<file path="src/rtl/rmc_pkg.sv">
// Shared types and constants for the row-matrix scheduler: state encoding,
// DSP pipeline timing constants and counter width helpers.
package rmc_pkg;

  typedef logic [1:0] rmc_state_t;

  localparam rmc_state_t ST_IDLE   = 2'd0;
  localparam rmc_state_t ST_ISSUE  = 2'd1;
  localparam rmc_state_t ST_DRAIN  = 2'd2;
  localparam rmc_state_t ST_RESULT = 2'd3;

  // Accepted beat reaches the accumulator this many cycles after acceptance;
  // the finished row is captured one cycle after that.
  localparam int DSP_ACC_STAGE   = 3;
  localparam int RES_CAPTURE_LAT = 4;

  // Width needed to hold a count 0..max_val
  function automatic int rmc_cnt_w(input int max_val);
    return $clog2(max_val + 1);
  endfunction

  // Width needed to index 0..n-1, never narrower than one bit
  function automatic int rmc_idx_w(input int n);
    return (n <= 1) ? 1 : $clog2(n);
  endfunction

endpackage

</file>
<file path="src/rtl/rmc_tag_pipe.sv">
// Accept / first-beat shift register aligning accumulate enables with the
// DSP lane pipeline; reports empty once no accepted beat is in flight.
module rmc_tag_pipe
  import rmc_pkg::*;
#(
  parameter int STAGES = DSP_ACC_STAGE
)(
  input  logic CLK,
  input  logic RSTN,
  input  logic accept,
  input  logic first_beat,
  output logic acc_en,
  output logic acc_clr,
  output logic empty
);

  logic [STAGES-1:0] vld_sr;
  logic [STAGES-1:0] first_sr;

  always_ff @(posedge CLK or negedge RSTN) begin
    if (!RSTN) begin
      vld_sr   <= '0;
      first_sr <= '0;
    end else begin
      vld_sr   <= {vld_sr[STAGES-2:0], accept};
      first_sr <= {first_sr[STAGES-2:0], accept && first_beat};
    end
  end

  assign acc_en  = vld_sr[STAGES-1];
  assign acc_clr = vld_sr[STAGES-1] && first_sr[STAGES-1];
  assign empty   = ~|vld_sr;

endmodule

</file>
<file path="src/rtl/rmc_row_scheduler.sv">
// Multi-row scheduler: streams OP1, drives weight BRAM reads and DSP lane
// enables, returns each finished row. RMC_PERF_CNT_EN adds PERF_STALL/PERF_BP.
module rmc_row_scheduler
  import rmc_pkg::*;
#(
  parameter int OP1_ROW      = 4,
  parameter int WEIGHT_ROW   = 4,
  parameter int WEIGHT_COL   = 8,
  parameter int OP1_WIDTH    = 8,
  parameter int DSPOUT_WIDTH = 8,
  parameter int BRAM_DEPTH   = 64,
  localparam int NW = rmc_cnt_w(OP1_ROW),
  localparam int KW = rmc_cnt_w(WEIGHT_ROW),
  localparam int RW = rmc_idx_w(OP1_ROW),
  localparam int AW = rmc_idx_w(BRAM_DEPTH),
  localparam int DW = DSPOUT_WIDTH * WEIGHT_COL
)(
  input  logic                 CLK,
  input  logic                 RSTN,
  input  logic                 START,
  input  logic [NW-1:0]        N_ROWS,
  input  logic [KW-1:0]        K_LEN,
  // OP1 and result ports: a transfer happens on the rising edge where
  // VALID && READY are both high; VALID never depends on READY.
  input  logic [OP1_WIDTH-1:0] OP1_IN,
  input  logic                 OP1_IN_VALID,
  output logic                 OP1_IN_READY,
  output logic [AW-1:0]        BRAM_ADDR,
  output logic                 BRAM_RD_EN,
  output logic [OP1_WIDTH-1:0] OP1_OUT,
  output logic                 DSP_EN,
  output logic                 DSP_ACC_EN,
  output logic                 DSP_ACC_CLR,
  input  logic [DW-1:0]        DSP_OUT,
  output logic [DW-1:0]        RES_DATA,
  output logic [RW-1:0]        RES_ROW,
  output logic                 RES_LAST,
  output logic                 RES_VALID,
  input  logic                 RES_READY,
  output logic                 BUSY,
  output logic                 DONE,
`ifdef RMC_PERF_CNT_EN
  output logic [31:0]          PERF_STALL,
  output logic [31:0]          PERF_BP,
`endif
  output rmc_state_t           DBG_STATE
);

  generate
    if (WEIGHT_ROW > BRAM_DEPTH) begin : g_bad_depth
      $error("rmc_row_scheduler: WEIGHT_ROW must not exceed BRAM_DEPTH");
    end
  endgenerate

  rmc_state_t           state_q, state_d;
  logic [NW-1:0]        n_rows_q;
  logic [KW-1:0]        k_len_q;
  logic [KW-1:0]        k_q;
  logic [RW-1:0]        row_q;
  logic [RW-1:0]        res_row_q;
  logic [OP1_WIDTH-1:0] op1_out_q;
  logic [DW-1:0]        res_data_q;
  logic                 res_last_q;
  logic                 done_q;
  logic                 start_acc;
  logic                 zero_job;
  logic                 accept;
  logic                 k_last;
  logic                 row_last;
  logic                 tag_acc_en;
  logic                 tag_acc_clr;
  logic                 tag_empty;

  assign start_acc = (state_q == ST_IDLE) && START;
  assign zero_job  = (N_ROWS == '0) || (K_LEN == '0);
  assign accept    = (state_q == ST_ISSUE) && OP1_IN_VALID;
  assign k_last    = (k_q + KW'(1)) == k_len_q;
  assign row_last  = (NW'(row_q) + NW'(1)) == n_rows_q;

  always_comb begin
    state_d = state_q;
    case (state_q)
      ST_IDLE:   if (START && !zero_job) state_d = ST_ISSUE;
      ST_ISSUE:  if (accept && k_last) state_d = ST_DRAIN;
      ST_DRAIN:  if (tag_empty) state_d = ST_RESULT;
      ST_RESULT: if (RES_READY) state_d = row_last ? ST_IDLE : ST_ISSUE;
      default:   state_d = ST_IDLE;
    endcase
  end

  always_ff @(posedge CLK or negedge RSTN) begin
    if (!RSTN) begin
      state_q    <= ST_IDLE;
      n_rows_q   <= '0;
      k_len_q    <= '0;
      k_q        <= '0;
      row_q      <= '0;
      res_row_q  <= '0;
      op1_out_q  <= '0;
      res_data_q <= '0;
      res_last_q <= 1'b0;
      done_q     <= 1'b0;
    end else begin
      state_q <= state_d;
      done_q  <= 1'b0;
      if (start_acc) begin
        n_rows_q <= N_ROWS;
        k_len_q  <= K_LEN;
        row_q    <= '0;
        k_q      <= '0;
        // An empty job never leaves IDLE but still reports completion
        if (zero_job) done_q <= 1'b1;
      end
      if (accept) begin
        op1_out_q <= OP1_IN;
        k_q       <= k_last ? '0 : k_q + KW'(1);
      end
      if (state_q == ST_DRAIN && tag_empty) begin
        res_data_q <= DSP_OUT;
        res_row_q  <= row_q;
        res_last_q <= row_last;
      end
      if (state_q == ST_RESULT && RES_READY) begin
        if (row_last) done_q <= 1'b1;
        else          row_q  <= row_q + RW'(1);
      end
    end
  end

  rmc_tag_pipe #(
    .STAGES(DSP_ACC_STAGE)
  ) u_tag_pipe (
    .CLK       (CLK),
    .RSTN      (RSTN),
    .accept    (accept),
    .first_beat(k_q == '0),
    .acc_en    (tag_acc_en),
    .acc_clr   (tag_acc_clr),
    .empty     (tag_empty)
  );

  assign OP1_IN_READY = (state_q == ST_ISSUE);
  assign BRAM_ADDR    = AW'(k_q);
  assign BRAM_RD_EN   = accept;
  assign OP1_OUT      = op1_out_q;
  assign DSP_EN       = (state_q != ST_IDLE);
  assign DSP_ACC_EN   = tag_acc_en;
  assign DSP_ACC_CLR  = tag_acc_clr;
  assign RES_DATA     = res_data_q;
  assign RES_ROW      = res_row_q;
  assign RES_LAST     = res_last_q;
  assign RES_VALID    = (state_q == ST_RESULT);
  assign BUSY         = (state_q != ST_IDLE);
  assign DONE         = done_q;
  assign DBG_STATE    = state_q;

`ifdef RMC_PERF_CNT_EN
  logic [31:0] perf_stall_q;
  logic [31:0] perf_bp_q;

  // Both counters saturate rather than wrap
  always_ff @(posedge CLK or negedge RSTN) begin
    if (!RSTN) begin
      perf_stall_q <= '0;
      perf_bp_q    <= '0;
    end else if (start_acc) begin
      perf_stall_q <= '0;
      perf_bp_q    <= '0;
    end else begin
      if (state_q == ST_ISSUE && !OP1_IN_VALID && perf_stall_q != '1)
        perf_stall_q <= perf_stall_q + 32'd1;
      if (state_q == ST_RESULT && !RES_READY && perf_bp_q != '1)
        perf_bp_q <= perf_bp_q + 32'd1;
    end
  end

  assign PERF_STALL = perf_stall_q;
  assign PERF_BP    = perf_bp_q;
`endif

endmodule

</file>
<file path="config.mk">
export PLATFORM = sky130hd
export DESIGN_NAME = rmc_row_scheduler
export DESIGN_NICKNAME = d
export VERILOG_FILES = /design/src/rtl/rmc_pkg.sv /design/src/rtl/rmc_tag_pipe.sv /design/src/rtl/rmc_row_scheduler.sv
export SDC_FILE = /design/constraint.sdc
export NUM_CORES = 1
export LEC_CHECK = 0
export BUFFER_PORTS_ARGS = -buffer_cell sky130_fd_sc_hd__buf_2
export CORE_MARGIN = 5
export CORE_UTILIZATION = 30
export CTS_CLUSTER_SIZE = 8
export DETAILED_ROUTE_END_ITERATION = 10
export GPL_ROUTABILITY_DRIVEN = 0
export GPL_TIMING_DRIVEN = 0
export SETUP_SLACK_MARGIN = 0.05
export SLEW_MARGIN = 10
export SYNTH_ARGS = -nofsm -noshare
export SYNTH_HDL_FRONTEND = slang
export SYNTH_SLANG_ARGS = --single-unit
export TNS_END_PERCENT = 30
</file>
<file path="constraint.sdc">
create_clock -name CLK -period 2.6 [get_ports CLK]
set_clock_uncertainty 0.2 [all_clocks]
set_input_delay 0.52 -clock CLK [delete_from_list [all_inputs] [get_ports CLK]]
set_output_delay 0.52 -clock CLK [all_outputs]
set_load 0.03 [all_outputs]
</file>
Word-level counts from Yosys, hierarchy flattened

Cells that the tools add are included.

Register bits after elaboration: 95

Multiplexer cells: 16
$add $sub $neg: 3
Reduce and logical (&&, ||, !) cells: 19
Equality and inequality tests: 9

Operator list:

| cell                                                             | number |
|---|---|
| 2-bit 2-to-1 mux                                                 | 7 |
| 3-bit zero test                                                  | 3 |
| 3-bit 2-to-1 mux                                                 | 3 |
| 1-bit logical AND                                                | 8 |
| 2-bit case mux with 4 select lines                               | 1 |
| 3-bit == test                                                    | 2 |
| 2-bit by 1-bit != test with 1-bit output (second input constant) | 3 |
| 1-bit 2-to-1 mux                                                 | 5 |
| 2-bit == test (second input constant)                            | 2 |
| 4-bit AND reduction                                              | 1 |
| 2-bit nonzero test                                               | 2 |
| 2-bit by 1-bit adder with 3-bit output (second input constant)   | 1 |
| 3-bit by 1-bit adder with 3-bit output (second input constant)   | 1 |
| 3-bit OR reduction                                               | 1 |
| 2-bit by 1-bit adder with 2-bit output (second input constant)   | 1 |
| 2-bit by 1-bit == test with 1-bit output (second input constant) | 1 |
| 1-bit zero test                                                  | 2 |
| 2-bit zero test                                                  | 1 |
| 2-bit != test (second input constant)                            | 1 |
| 1-bit logical OR                                                 | 1 |

Longest topological paths before layout

Gate-level depths: netlist (run 1).

Word-level depth: 6
Depth in mapped cells: 7
Mapped depth without buffers: 6

Modules after synthesis

Synthesis (run 1) repeated with hierarchy kept, for this count alone.

Cells, all modules: 252
Area, all modules: 3821.2 µm²

Modules (own cells, without submodules):

| module            | area an instance (µm²) | instances | cells an instance |
|---|---|---|---|
| rmc_row_scheduler | 3648.5                 | 1         | 243 |
| rmc_tag_pipe      | 172.7                  | 1         | 9 |

Worst setup path before layout (run 1)

No wires, ideal clock.

Path type: reg-to-reg
From: reg state_q[1], in the netlist DBG_STATE[1]
To: reg op1_out_q[0], in the netlist OP1_OUT[0]
Arrival time: 2.261 ns
Data required time: 2.275 ns
Buffers on the path: 1
Cell stages (with the launch flop): 7
Path slack: 0.014 ns
Clock period less this slack: 2.586 ns
Cell sequence: dfrtp_1 -> inv_1 -> ha_1 -> nand2_1 -> inv_1 -> clkbuf_1 -> mux2_2

Word-level cells in the longest chain between the ends: 2

RTL lines:

| element                                  | RTL line                 | text |
|---|---|---|
| start: declaration                       | rmc_row_scheduler.sv:55  | `rmc_state_t state_q, state_d;` |
| start signal: assignment                 | rmc_row_scheduler.sv:104 | `state_q <= state_d;` |
| 2-bit by 1-bit == test with 1-bit output | -                        |  |
| named net OP1_IN_READY                   | rmc_row_scheduler.sv:27  | `output logic OP1_IN_READY,` |
| 1-bit logical AND                        | rmc_row_scheduler.sv:76  | `assign accept = (state_q == ST_ISSUE) && OP1_IN_VALID;` |
| named net BRAM_RD_EN                     | rmc_row_scheduler.sv:29  | `output logic BRAM_RD_EN,` |
| end signal: assignment                   | rmc_row_scheduler.sv:99  | `op1_out_q <= '0;` |
| end signal: assignment                   | rmc_row_scheduler.sv:115 | `op1_out_q <= OP1_IN;` |
| end: declaration                         | rmc_row_scheduler.sv:61  | `logic [OP1_WIDTH-1:0] op1_out_q;` |

The timed path passes the listed nets, and every way through them passes these cells.
A chain may end at the register's enable or synchronous reset.

Worst setup path after layout (run 1)

From: reg state_q[1], in the netlist DBG_STATE[1]
To: out BRAM_RD_EN

Word-level cells in the longest chain between the ends: 2

RTL lines:

| element                                  | RTL line |
|---|---|
| 2-bit by 1-bit == test with 1-bit output | rmc_row_scheduler.sv:76 |
| 1-bit logical AND                        | rmc_row_scheduler.sv:76 |
| end: declaration                         | rmc_row_scheduler.sv:29 |

No other way between the ends.

==> results.json, run 1 <==
{
  "rsz0062_at_grt": "false",
  "die_width_microns": 122.9,
  "vias_per_cell": 4.285,
  "drc": 0,
  "dp_worst_setup_slack_ns": 0.2209,
  "path_cells": "inv_1, ha_2, nand2_2, inv_1, buf_4, clkbuf_4",
  "h-tree-depth": 3,
  "crit_fanout": 11,
  "grt_pass1_vias": 3126,
  "drv_cap": 0,
  "layout_commonest_cell": "nand2_1",
  "period_share_pct": 93.99,
  "antenna_left": 0,
  "utilization_pct": 42.33,
  "criticalPathCategory": "register to primary output",
  "grt_start_max_net_pins": 50,
  "power_leakage_nw": 2.966,
  "cp_top_family": "buffers and inverters",
  "track_usage_pct": 13.13,
  "setup_slack_ns": 0.1562,
  "synth_area_sq_mm": 0.003825,
  "grt_pass1_wl_microns": 15300,
  "overflow": 0,
  "die_area_sq_mm": 0.01511,
  "final.fill_count": 1244,
  "areaGrowthSynthToFinish_pct": 39.09,
  "rrSetupSlack_ns": 0.19,
  "placed_area_sq_mm": 0.004930,
  "violations": "hold timing",
  "slew_violations": 0,
  "synth.yosys.seq_area_share_pct": 62.15,
  "worst_ep_arrival_time_ns": 1.72,
  "cts.sinks": 95,
  "yosys_register_bits": 95,
  "syn_inst": 391,
  "drive_above_1_share_pct": 36.55,
  "dr_total_vias": 3222,
  "r2r-start": "k_q[0]$_DFFE_PN0P_",
  "period_needed_ns": 2.444,
  "fp.coreArea_sq_mm": 0.01257,
  "first_pass_iters": 4,
  "synth.distinct_cells": 31,
  "syn_avg_cell_area_sq_um": 9.782,
  "hpwl_microns": 7639,
  "antenna_found_initial": 0,
  "path_common_cell": "inv_1",
  "layout_common_cells": "nand2_1 (207), buf_2 (169), dfrtp_1 (95)",
  "synth_warnings": 0,
  "boundaryPins": 174,
  "final_cell_area_sq_mm": 0.005320,
  "path_depth": 6,
  "fp.dieH_microns": 122.9,
  "cts_buffers": 9,
  "crit_required_ns": 1.88,
  "root_buffer": "clkbuf_16",
  "tightest_slew_ns": 0.6273,
  "maxSlewHeadroom_pct": 58.18,
  "setup_viol": 0,
  "num_rows": 41,
  "cp_num_buf_inv": 4,
  "r2r-end": "DBG_STATE[1]$_DFFE_PN0P_",
  "dr.first_iter.drc_count": 181,
  "critPathLaunchType": "register",
  "power.density_mw_per_mm2": 1513,
  "min_path_type": "input pin to async pin",
  "clkTransAtPathRegs_ns": 0.07,
  "num_antenna_cells": 0,
  "wl_microns": 10000,
  "hold_violations": 9,
  "whs_ns": -0.01499,
  "nets": 666,
  "r2r_cells": 5,
  "start_util_pct": 30.43,
  "io_buffers": 170,
  "cts_setup_buffers": 0,
  "wire_per_inst_microns": 13.30,
  "clk_latency_ns": 0.34,
  "post-synth-top-area-cell": "dfrtp_1",
  "slowest_stage": "dfrtp_1",
  "yosys-top-cells-area": "dfrtp_1 (62%), nand2_1 (20%), mux2_2 (4.4%)",
  "clk_path_buf_depth": 2,
  "crit_path_end_kind": "primary output",
  "max_freq_ghz": 0.4092,
  "setup.worst_path.end": "BRAM_RD_EN",
  "finalSetupTns_ns": 0,
  "max_stage_delay_ns": 0.42,
  "status": "complete, but fails checks",
  "tritoncts": "yes",
  "vdd.ir_drop.worst_mv": 0.4933,
  "synth_top_area_share_pct": 62.15,
  "crit_path_start": "DBG_STATE[1]$_DFFE_PN0P_"
}
==> worst register-to-register path, stage by stage, from the launching register on <==
cell and delay (ns):
dfrtp_1 0.43, ha_1 0.23, xor3_1 0.48, o41ai_2 0.38, o2111ai_1 0.25, mux2_2 0.32
==> area by class of cell <==
class	instances	area (sq um)	area share [%]
Clock buffer	11	252.7	4.751
Tap cell	172	215.2	4.045
Multi-Input combinational cell	269	1335	25.09
Inverter	9	33.78	0.6350
Sequential cell	95	2377	44.68
Buffer	20	95.09	1.787
Timing Repair Buffer	171	883.3	16.60
Clock inverter	5	127.6	2.399
==> metal layers <==
| metal | vias to the layer above | GRT usage, % | share of wire [%] |
|---|---|---|---|
| met4 | 0 | 6.088 | 1.8 |
| met3 | 13 | 4.346 | 9.0 |
| met2 | 116 | 20.53 | 46 |
| met1 | 1505 | 16.49 | 43 |
| met5 | - | 0 | 0 |
| li1 | 1588 | - | - |
==> sequential cells by signal, summed over array words and instances (netlist names) <==
register	cells
k_q	3
u_tag_pipe.vld_sr	3
row_q	2
RES_LAST	1
OP1_OUT	8
DBG_STATE	2
RES_ROW	2
u_tag_pipe.first_sr	3
k_len_q	3
n_rows_q	3
RES_DATA	64
DONE	1
==> through the flow <==
stage | power [W] | hold slack, ns | cells
2_1_floorplan | 0.005236 | 0.02441 | 393
3_3_place_gp | 0.006354 | 0.1377 | 735
3_5_place_dp | 0.006474 | 0.1387 | 736
4_1_cts | 0.008167 | 0.002419 | 752
5_1_grt | 0.008571 | 0.02466 | 752
6_report | 0.008050 | -0.01499 | 752
==> how the worst min path moves through the flow <==
stage | end | start
2_1_floorplan | DBG_STATE[0]$_DFFE_PN0P_ | RSTN
3_3_place_gp | u_tag_pipe.first_sr[2]$_DFF_PN0_ | u_tag_pipe.first_sr[1]$_DFF_PN0_
3_5_place_dp | u_tag_pipe.first_sr[2]$_DFF_PN0_ | u_tag_pipe.first_sr[1]$_DFF_PN0_
4_1_cts | RES_DATA[49]$_DFFE_PN0P_ | RSTN
5_1_grt | RES_DATA[49]$_DFFE_PN0P_ | RSTN
6_report | RES_DATA[41]$_DFFE_PN0P_ | RSTN
==> report_power, final <==
| group | switching, W | internal (W) |
|---|---|---|
| combinational | 0.00266 | 0.00117 |
| sequential | 0.000388 | 0.00218 |
| clock | 0.000560 | 0.00109 |
==> cells in the mapped netlist <==
| cell | n |
|---|---|
| a221oi_1 | 1 |
| o41ai_2 | 1 |
| xnor2_1 | 3 |
| a31oi_1 | 1 |
| a31o_2 | 1 |
| or2b_1 | 2 |
| nor3b_1 | 1 |
| xor2_1 | 2 |
| o22ai_1 | 1 |
| nand2b_1 | 1 |
| mux2i_1 | 2 |
| nor2_1 | 3 |
| dfrtp_1 | 95 |
| buf_2 | 1 |
| buf_1 | 4 |
| inv_1 | 9 |
| ha_1 | 8 |
| a311oi_1 | 1 |
| o2111ai_1 | 1 |
| xor3_1 | 1 |
| nor3_1 | 3 |
| clkbuf_1 | 11 |
| conb_1 | 1 |
| o311ai_0 | 2 |
| buf_4 | 4 |
| nand2_1 | 208 |
| nand3_1 | 3 |
| o21ai_0 | 2 |
| mux2_2 | 15 |
| and2_1 | 2 |
| o31ai_1 | 1 |
==> what timing repair did <==
item / in CTS / in global routing
resized for setup: 3 / 2
pin swaps: 0 / 0
gates cloned: 0 / 0
hold buffers: 0 / 0
endpoints found under the setup margin: 1 / 1
==> kinds of logic (layout without fill, tap and decap cells) <==
logic type / Yosys count / after routing / share of synthesized area (%)
and+or+nand+nor: 223 / 223 / 22.57
DFF: 95 / 95 / 62.15
buffers and inverters: 29 / 216 / 3.271
muxes: 17 / 17 / 4.939
AOI/OAI and AO/OA: 12 / 12 / 2.585
adders and majority gates: 8 / 8 / 2.617
xor gates and xnor gates: 6 / 6 / 1.767
other: 1 / 3 / 0.09804
Note: power is estimated with default switching activity, not from simulation.
==> inputs of run 2 (changes only) <==
Settings changed: BUFFER_PORTS_ARGS -buffer_cell sky130_fd_sc_hd__buf_2 to -buffer_cell sky130_fd_sc_hd__buf_4, SYNTH_HIERARCHICAL set to 1.
==> results.json, run 2 <==
{
  "async_reset_ff_share_pct": 100.0,
  "overflow": 0,
  "grtUsageMet1_pct": 15.21,
  "first_pass_iters": 4,
  "syn_inst": 252,
  "wire_per_inst_microns": 14.67,
  "met3_usage_pct": 3.641,
  "setup_viol": 0,
  "synthTopCellsByCount": "dfrtp_1 (95), mux2_2 (80), nand2_1 (11)",
  "die_area_sq_mm": 0.01509,
  "h-tree-depth": 3,
  "layout_commonest_cell": "buf_4",
  "yosysMostFrequentCell": "dfrtp_1",
  "clk_latency_ns": 0.34,
  "dr.first_iter.drc_count": 74,
  "antenna_left": 0,
  "synth.distinct_cells": 36,
  "power_leakage_nw": 2.716,
  "final.fill_count": 1207,
  "dr_total_vias": 2627,
  "layout.cells.non_filler": 612,
  "worst_ep_arrival_time_ns": 1.71,
  "yosys-top-cells-area": "dfrtp_1 (62%), mux2_2 (24%), ha_1 (2.6%)",
  "start_util_pct": 30.40,
  "grt_pass1_wl_microns": 13970,
  "power_frac_clock_pct": 16.9,
  "path_cells": "inv_1, ha_1, and2_2, buf_4, buf_4",
  "fp.dieH_microns": 122.9,
  "criticalPathCategory": "register to primary output",
  "hpwl_microns": 6821,
  "synth_top_area_share_pct": 62.21,
  "drv_cap": 0,
  "crit_fanout": 12,
  "critPathLaunchType": "register",
  "vdd.ir_drop.worst_mv": 0.5926,
  "path_common_cell": "buf_4",
  "io_buffers": 170,
  "period_share_pct": 93.55,
  "swShare_pct": 40.15,
  "grt_start_max_net_pins": 96,
  "clk_path_buf_depth": 2,
  "post_cts_resized": 3,
  "num_antenna_cells": 0,
  "synth_ff_type": "dfrtp_1",
  "post-synth-top-area-cell": "dfrtp_1",
  "boundaryPins": 174,
  "vias_per_cell": 4.292,
  "synth_warnings": 6,
  "clkTransAtPathRegs_ns": 0.07,
  "crit_path_end_kind": "primary output",
  "gr-max-usage-layer": "met2",
  "layout_common_cells": "buf_4 (174), dfrtp_1 (95), mux2_2 (80)",
  "slowest_stage": "dfrtp_1",
  "drive_above_1_share_pct": 63.41,
  "synth_edf_count": 0,
  "wl_microns": 8977,
  "die_width_microns": 122.9,
  "rsz0062_at_grt": "false",
  "syn_avg_cell_area_sq_um": 15.16,
  "track_usage_pct": 12.06,
  "power.density_mw_per_mm2": 1484,
  "period_needed_ns": 2.432,
  "synth_area_sq_mm": 0.003821,
  "max_freq_ghz": 0.4111,
  "yosys_register_bits": 95,
  "p_int_w": 0.005022,
  "maxSlewHeadroom_pct": 39.32,
  "combPwrFrac_pct": 51.8,
  "met2_usage_pct": 19.06,
  "max_stage_delay_ns": 0.43,
  "fp.coreArea_sq_mm": 0.01257,
  "cts_buffers": 9,
  "nets": 526,
  "finalSetupTns_ns": 0,
  "grt_pass1_vias": 2775,
  "placed_cells": 596,
  "root_buffer": "clkbuf_16",
  "areaGrowthSynthToFinish_pct": 47.97,
  "hold_buffers": 0,
  "hold_violations": 0,
  "tritoncts": "yes",
  "p_seq_share_pct": 31.3,
  "min_path_type": "input pin to async pin",
  "synth.yosys.seq_area_share_pct": 62.21,
  "slew_violations": 0,
  "largest_reg_flops": 64,
  "tightest_slew_ns": 0.9102,
  "cts_setup_buffers": 0,
  "crit_required_ns": 1.88,
  "drc": 0,
  "antenna_found_initial": 0,
  "switching_power_w": 0.003369,
  "cts.sinks": 95,
  "status": "finished clean",
  "r2r_cells": 6,
  "num_rows": 41
}
[run 2: power groups by stage]
stage          logic [W]  registers [W]  clock network (W)
4_1_cts          0.00442        0.00264            0.00148
2_1_floorplan    0.00158        0.00388                  0
6_report         0.00435        0.00262            0.00142
3_5_place_dp     0.00441        0.00266                  0
3_3_place_gp     0.00435        0.00263                  0
5_1_grt          0.00465        0.00273            0.00154
[run 2: final timing paths]
kind / from / end / slack (ns)
max in group asynchronous: RSTN / RES_ROW[1]$_DFFE_PN0P_ / 1.51
hold reg to reg: u_tag_pipe/first_sr[0]$_DFF_PN0_ / u_tag_pipe/first_sr[1]$_DFF_PN0_ / 0.15
hold / removal: RSTN / OP1_OUT[1]$_DFFE_PN0P_ / 0.0005
setup reg to reg: k_q[0]$_DFFE_PN0P_ / DBG_STATE[0]$_DFFE_PN0P_ / 0.32
min in group CLK: u_tag_pipe/first_sr[0]$_DFF_PN0_ / u_tag_pipe/first_sr[1]$_DFF_PN0_ / 0.15
setup / recovery: DBG_STATE[1]$_DFFE_PN0P_ / BRAM_RD_EN / 0.17
[run 2: metal layers]
layer / routed length [microns] / up-vias
li1: - / 1234
met1: 3651 / 1280
met2: 4438 / 101
met3: 726 / 12
met4: 161 / 0
met5: 0 / -
[run 2: layout make-up]
cell class | instances | area [sq um] | area share [%]
Inverter | 9 | 33.78 | 0.5975
Clock inverter | 5 | 81.33 | 1.438
Timing Repair Buffer | 170 | 1280 | 22.64
Buffer | 12 | 67.56 | 1.195
Multi-Input combinational cell | 138 | 1356 | 23.99
Tap cell | 172 | 215.2 | 3.806
Clock buffer | 11 | 242.7 | 4.293
Sequential cell | 95 | 2377 | 42.04
[run 2: kinds of logic after synthesis]
| logic type | Yosys count | share of synthesized area [%] |
|---|---|---|
| XOR/XNOR | 6 | 2.456 |
| AO/OA/AOI/OAI | 12 | 2.391 |
| adder cells (fa/ha/maj) | 8 | 2.620 |
| buffers and inverters | 21 | 2.521 |
| other | 1 | 0.09814 |
| multiplexers | 82 | 24.13 |
| AND/OR/NAND/NOR | 27 | 3.569 |
| flip-flops | 95 | 62.21 |
[run 2: through the flow]
step                setup slack [ns]  hold WS [ns]  utilization, %  cell area, sq um  power [W]
detailed placement           0.04261        0.1364           42.34              5321   0.007075
global route                 0.05980        0.1403           44.99              5654   0.008914
CTS                          0.05218        0.1515           44.95              5649   0.008537
finish                        0.1677     0.0005235           44.99              5654   0.008391
global placement              0.1138        0.1343           42.34              5321   0.006979
floorplan                     0.2674       0.02441               -              3830   0.005462
[run 2: critical path, delay by kind of cell, from the launching register on]
kind / cells / cell delay (ns)
buf+inv: 3 / 0.51
simple gates: 1 / 0.21
flops: 1 / 0.43
fa+ha+maj: 1 / 0.22
